`src/rtl/my_mult_sequencer.sv`:
```
// Multi-cycle signed WIDTH x WIDTH radix-2 Booth multiplier controller.
// All additions go through an external shared CLA adder; this block only sequences them.
module my_mult_sequencer #(
  parameter int unsigned WIDTH = 32,
  parameter int unsigned CNT_W = 6
) (
  input  logic             clock,
  input  logic             reset_n,
  input  logic             start,
  input  logic [WIDTH-1:0] multiplicand,
  input  logic [WIDTH-1:0] multiplier,
  output logic [WIDTH-1:0] adder_a,
  output logic [WIDTH-1:0] adder_b,
  output logic             adder_cin,
  input  logic [WIDTH-1:0] adder_sum,
  input  logic             adder_cout,
  output logic             busy,
  output logic             result_valid,
  output logic [WIDTH-1:0] product,
  output logic             ovf
);

  localparam logic [1:0] StIdle = 2'd0;
  localparam logic [1:0] StRun  = 2'd1;
  localparam logic [1:0] StDone = 2'd2;

  logic [1:0]       state_q;
  logic [WIDTH-1:0] acc_q, q_q, m_q, product_q;
  logic             qm1_q, ovf_q;
  logic [CNT_W-1:0] count_q;

  logic [WIDTH-1:0] b_sel, eff_sum, acc_nxt, q_nxt;
  logic             cin_sel, eff_cout, bypass, sign, run, last_step;

  assign run       = (state_q == StRun);
  assign last_step = (count_q == CNT_W'(WIDTH - 1));

  always_comb begin
    b_sel   = '0;
    cin_sel = 1'b0;
    case ({q_q[0], qm1_q})
      2'b01: b_sel = m_q;
      2'b10: begin
        b_sel   = ~m_q;
        cin_sel = 1'b1;
      end
      default: ;
    endcase

    adder_a   = run ? acc_q : '0;
    adder_b   = run ? b_sel : '0;
    adder_cin = run ? cin_sel : 1'b0;

    // The shared adder outputs 0 for a=b=0 regardless of c_in, so rebuild that case locally.
    bypass   = (acc_q == '0) && (b_sel == '0);
    eff_sum  = bypass ? {{(WIDTH-1){1'b0}}, cin_sel} : adder_sum;
    eff_cout = bypass ? 1'b0 : adder_cout;

    // Bit 32 of the true sum keeps M = most-negative exact.
    sign    = acc_q[WIDTH-1] ^ b_sel[WIDTH-1] ^ eff_cout;
    acc_nxt = {sign, eff_sum[WIDTH-1:1]};
    q_nxt   = {eff_sum[0], q_q[WIDTH-1:1]};
  end

  always_ff @(posedge clock or negedge reset_n) begin
    if (!reset_n) begin
      state_q   <= StIdle;
      acc_q     <= '0;
      q_q       <= '0;
      qm1_q     <= 1'b0;
      m_q       <= '0;
      count_q   <= '0;
      product_q <= '0;
      ovf_q     <= 1'b0;
    end else begin
      case (state_q)
        StIdle: begin
          if (start) begin
            acc_q   <= '0;
            q_q     <= multiplier;
            qm1_q   <= 1'b0;
            m_q     <= multiplicand;
            count_q <= '0;
            state_q <= StRun;
          end
        end
        StRun: begin
          acc_q   <= acc_nxt;
          q_q     <= q_nxt;
          qm1_q   <= q_q[0];
          count_q <= count_q + CNT_W'(1);
          if (last_step) begin
            state_q   <= StDone;
            product_q <= q_nxt;
            ovf_q     <= (acc_nxt != {WIDTH{q_nxt[WIDTH-1]}});
          end
        end
        StDone:  state_q <= StIdle;
        default: state_q <= StIdle;
      endcase
    end
  end

  assign busy         = run;
  assign result_valid = (state_q == StDone);
  assign product      = product_q;
  assign ovf          = ovf_q;

endmodule
```
`config.mk`:
```
export PLATFORM = sky130hd
export DESIGN_NAME = my_mult_sequencer
export DESIGN_NICKNAME = d
export VERILOG_FILES = /design/src/rtl/my_mult_sequencer.sv
export SDC_FILE = /design/constraint.sdc
export NUM_CORES = 1
export LEC_CHECK = 0
export BUFFER_PORTS_ARGS = -buffer_cell sky130_fd_sc_hd__buf_4
export CAP_MARGIN = 20
export CORE_AREA = 5 5 126 128
export DETAILED_ROUTE_END_ITERATION = 12
export DIE_AREA = 0 0 131 133
export MAX_ROUTING_LAYER = met4
export PLACE_DENSITY = 0.75
export SYNTH_ARGS = -nofsm -noshare
export SYNTH_HDL_FRONTEND = slang
export SYNTH_SLANG_ARGS = --single-unit
```
`constraint.sdc`:
```
create_clock -name clock -period 4.76 [get_ports clock]
set_input_delay 0.238 -clock clock [delete_from_list [all_inputs] [get_ports clock]]
set_output_delay 0.238 -clock clock [all_outputs]
set_load 0.05 [all_outputs]
```
After elaboration in Yosys (flattened, before gate mapping). Index checks and enable logic that the tools add are counted.

Bits of input ports: 100. Register bits: 138.

Reductions and logical operators: 9. Add/subtract/negate cells: 1. Multiplexer cells: 18. Bitwise operators: 3. Equality and inequality tests: 8.

Operator list (count): $pmux 32 s2 (3); $mux 32 (5); $logic_not 32->1 (2); $ne 32x32->1 (1); $not 32->32 (1); $pmux 6 s2 (1); $reduce_and 2->1 (4); $add 6x1->6 const B (1); $eq 6x5->1 const B (1); $mux 6 (1); $eq 2x1->1 const B (2); $eq 2x2->1 const B (2); $mux 1 (4); $mux 2 (2); $pmux 2 s2 (1); $logic_not 2->1 (1); $ne 2x1->1 const B (1); $ne 2x2->1 const B (1); $pmux 1 s2 (1); $reduce_bool 2->1 (1); $xor 1x1->1 (2); $logic_and 1x1->1 (1).

Depth between registers and ports, before layout.
Word-level depth: 7. Mapped depth: 8. Gate-level depth less buffers: 6.

Worst setup path after synthesis. No wires, ideal clock.

Path kind: reg2out. Start: register state_q[1]. End: output port adder_a[24]. Data required time: 4522 ps. Cell stages (with the launch flop): 6. Path slack: 2627 ps. Data arrival time: 1895 ps. Path buffers: 2. Path through: dfrtp_1 -> nand2b_1 -> buf_2 -> inv_2 -> clkbuf_1 -> and2_1.

Cells in the longest elaborated chain, start to end: 2.

Ends and longest elaborated chain: start, declared (line 27) `logic [1:0] state_q;`; start signal, assigned (line 67) `state_q <= StIdle;`; start signal, assigned (line 84) `state_q <= StRun;`; start signal, assigned (line 93) `state_q <= StDone;`; $eq 2x1->1 (line 35) `assign run = (state_q == StRun);`; via busy (line 17) `output logic busy,`; $mux 32 (line 50) `adder_a = run ? acc_q : '0;`; end, declared (line 12) `output logic [WIDTH-1:0] adder_a,`.

The timed path passes the listed nets, and every way through them passes these cells.

Worst setup path in the final report.
Start: register q_q[0]. End: register ovf_q, in the netlist ovf.

Cells in the longest elaborated chain, start to end: 7. Elaborated cells on any way between the ends: 11. Those cells by class: 3 x eq/ne; 4 x mux; 2 x bitwise; 2 x reduce/logical.

Ends and longest elaborated chain: start, declared (line 28) `logic [WIDTH-1:0] acc_q, q_q, m_q, product_q;`; start signal, assigned (line 80) `q_q <= multiplier;`; start signal, assigned (line 89) `q_q <= q_nxt;`; $eq 2x2->1 or $eq 2x1->1 (tied branches) (line 41) `case ({q_q[0], qm1_q})`; $pmux 32 s2 (line 41); $logic_not 32->1 (line 55) `bypass = (acc_q == '0) && (b_sel == '0);`; $logic_and 1x1->1 (line 55); $mux 1 (line 57) `eff_cout = bypass ? 1'b0 : adder_cout;`; $xor 1x1->1 (line 60) `sign = acc_q[WIDTH-1] ^ b_sel[WIDTH-1] ^ eff_cout;`; $ne 32x32->1 * (line 95) `ovf_q <= (acc_nxt != {WIDTH{q_nxt[WIDTH-1]}});`; end signal, assigned (line 95); end, declared (line 29) `logic qm1_q, ovf_q;`.

Every way passes the cells marked *; elsewhere a longest branch is shown, timed or not. A chain may end at the register's enable or synchronous reset.

==> impl_metrics.ini <==
[clock_tree]
cts_root_buffer = clkbuf_16
cts.clk_slew.worst_paths_ns = 0.06
cts_resized = 0
clock_latency_ns = 0.42
numCtsBuffers = 17
post_cts_buffers = 0
cts_tree = built
htree_levels = 4
ctsHoldBuffers = 14
cts_sinks = 138
cts_max_path_buffers = 2

[timing]
hold_viol = 0
slew-limit-headroom = 0.325
max_freq_mhz = 389
setup_viol = 0
fin_crit_sh = 0.541
rsz0062_at_grt = false
fin_skew_ns = 0.00602
fin_crit_ns = 2.57
slew_viol_final = 0
worst_slack_ns = 2.19
tightestPinTransition_ns = 1.01
fin_tns_setup_ns = 0

[placement]
dp_hpwl_mm = 12.6
gp_congestion = 0.831
port_buffers = 199
dp_slack_ns = 2.23

[die]
fp.dieArea_um2 = 17400
rows = 45
core_area_um2 = 14800
die_y_um = 133
start_util = 0.435
io-pin-count = 200
die_x_um = 131

[setup_path]
worstPathCellList = nor2b_2 -> buf_4 -> mux2i_4 -> xnor2_1 -> or3_1 -> a211o_1 -> a31o_2
setup.worst_path.start = q_q[0]$_DFFE_PN0P_
critical_path_class = flip-flop to flip-flop
r2r-end = ovf$_DFFE_PN0P_
r2r_cells = 7
critPathLaunchType = flip-flop
rrSetupSlack_ns = 2.19
cp-end-kind = flip-flop
crit_arrival_ns = 2.88
crit_required_ns = 5.07
critical_path.max_stage_delay_ns = 0.48
r2r-start = q_q[0]$_DFFE_PN0P_
cp_max_fo = 20
crit_end = ovf$_DFFE_PN0P_
cp_slowest_cell = nor2b_2

[global_routing]
grt_max_degree = 99
met2_usage = 0.346
met1_usage = 0.283
grt_overflow = 0
top_usage_layer = met2
met3_usage = 0.0553
grtUsageTotal = 0.220
grt_pass1_vias = 5672
antenna_found_initial = 1
grt_pass1_wl_mm = 29.3

[power_and_ir_drop]
vdd_drop_max_v = 0.000281
cellPowerDensity_nw_per_um2 = 588
leakage_uw = 0.00431

[route]
dr.pass1.iters = 4
vias_per_cell = 5.26
dr.first_iter.drc_count = 254
drt-total-wl_mm = 18.3
wl_per_cell_um = 17.0
vias = 5665
drc = 0
antenna_left = 0

[synthesis]
synthArstFlopShare = 1.00
synth.avg_cell_area_um2 = 9.47
synth_area_leaders = dfrtp_1 54%, nand2_1 7.4%, nor2_1 6.7%
synthCells = 677
synth_top_area_share = 0.539
yosysTopAreaCell = dfrtp_1
ys_ff_latch = 138
syn-num-nets = 778
synth_edf_count = 0
ys.flop_type = dfrtp_1
syn_area_um2 = 6410
synth_cell_types = 44
synth_warnings = 0
seq_area_frac_synth = 0.539

[layout]
fillers = 1318
drive_above_1_share = 0.318
syn2layout_area_growth_pct = 36.8
num-nets-final = 975

[hold_path]
min-delay-path-class = input pin to flip-flop
hold_depth = 3

[outcome]
status = completed

[run]
cap_violations = 0
-- Yosys cell counts (all sizes together), types with 3 or more instances --
| cell | instances |
|---|---|
| a21oi | 33 |
| nor2b | 4 |
| o22ai | 23 |
| a22o | 31 |
| nor3 | 5 |
| nand4 | 20 |
| nand3 | 4 |
| a22oi | 9 |
| nand2 | 126 |
| o21ai | 10 |
| clkbuf | 28 |
| buf | 15 |
| nor2 | 116 |
| dfrtp | 138 |
| and2 | 32 |
| nor4 | 26 |
| mux2i | 3 |
| mux2 | 31 |
-- sequential cells by signal, summed over array words and instances (netlist names) --
| signal | count |
|---|---|
| q_q | 32 |
| state_q | 2 |
| acc_q | 32 |
| qm1_q | 1 |
| count_q | 6 |
| ovf | 1 |
| product | 32 |
| m_q | 32 |
-- layout by cell type, fill, tap and decap left out, types with 2 or more instances in the layout --
| cell type | n |
|---|---|
| nor4_1 | 25 |
| dlygate4sd3_1 | 14 |
| a31oi_1 | 2 |
| a22oi_1 | 9 |
| nand4_1 | 20 |
| xnor2_1 | 2 |
| a22o_1 | 31 |
| inv_6 | 4 |
| nand2_1 | 125 |
| bufinv_16 | 2 |
| buf_4 | 205 |
| nor2b_1 | 3 |
| o21ai_0 | 9 |
| mux2i_1 | 2 |
| o211ai_1 | 2 |
| nor3_1 | 4 |
| nor2_1 | 114 |
| and2_1 | 31 |
| o22ai_1 | 23 |
| xor2_1 | 2 |
| dfrtp_1 | 138 |
| clkinvlp_4 | 3 |
| nand3_1 | 4 |
| clkbuf_16 | 17 |
| a21oi_1 | 33 |
| mux2_2 | 30 |
| clkinv_4 | 5 |
-- report_power, final --
group | switching, µW | leakage [µW] | total, µW | internal [µW]
Combinational | 1430 | 0.00231 | 2130 | 702
Clock | 537 | 0.000281 | 1320 | 779
Sequential | 268 | 0.00171 | 1710 | 1450
-- worst max-delay path: cells and delay by family (launching register included) --
family | cells | cell delay, ns
XOR/XNOR | 1 | 0.16
AND/OR/NAND/NOR | 2 | 0.86
flip-flops | 1 | 0.42
buffers and inverters | 1 | 0.36
multiplexers | 1 | 0.14
AO/OA/AOI/OAI | 2 | 0.53
-- cell type report --
type	count	area (µm²)	share of cell area
flip-flops and latches	138	3450	0.394
multi-input cells	494	2780	0.317
repair buffers	221	1710	0.194
clock buffers	17	425	0.0485
well taps	188	235	0.0268
clock inverters	15	166	0.0190
inverters	2	7.51	0.000856
diodes	1	2.50	0.000285
-- routing by layer --
metal | share of wire | vias up | wire, µm
li1 | - | 2769 | -
met1 | 0.43 | 2718 | 7900
met2 | 0.50 | 159 | 9130
met3 | 0.055 | 19 | 1020
met4 | 0.015 | 0 | 269
met5 | 0 | - | 0
-- how the worst min path moves through the flow --
stage,startpoint,to,slack (ns)
floorplan,reset_n,acc_q[0]$_DFFE_PN0P_,-0.06
global placement,reset_n,product[25]$_DFFE_PN0P_,0.41
detailed placement,reset_n,q_q[26]$_DFFE_PN0P_,0.40
CTS,multiplicand[8],m_q[8]$_DFFE_PN0P_,0.002
global route,multiplicand[29],m_q[29]$_DFFE_PN0P_,0.005
finish,multiplicand[8],m_q[8]$_DFFE_PN0P_,0.01
-- per-stage QoR --
stage | hold slack, ns | util | std cells | area, µm² | total power [µW]
2_1_floorplan | -0.0576 | - | 677 | 6410 | 3190
3_3_place_gp | 0.405 | 0.544 | 1028 | 8030 | 3830
3_5_place_dp | 0.404 | 0.545 | 1029 | 8040 | 3860
4_1_cts | 0.00215 | 0.595 | 1075 | 8770 | 5200
5_1_grt | 0.00509 | 0.595 | 1076 | 8770 | 5440
6_report | 0.0126 | 0.595 | 1076 | 8770 | 5160
-- cells by family after synthesis --
kind of cell | Yosys count | synth area share
xor gates and xnor gates | 4 | 0.00546
and+or+nand+nor | 338 | 0.239
adders and majority gates | 1 | 0.00195
DFF | 138 | 0.539
AOI/OAI and AO/OA | 117 | 0.123
buffers and inverters | 45 | 0.0306
muxes | 34 | 0.0611
No activity file was read; power rests on OpenSTA's default activity.
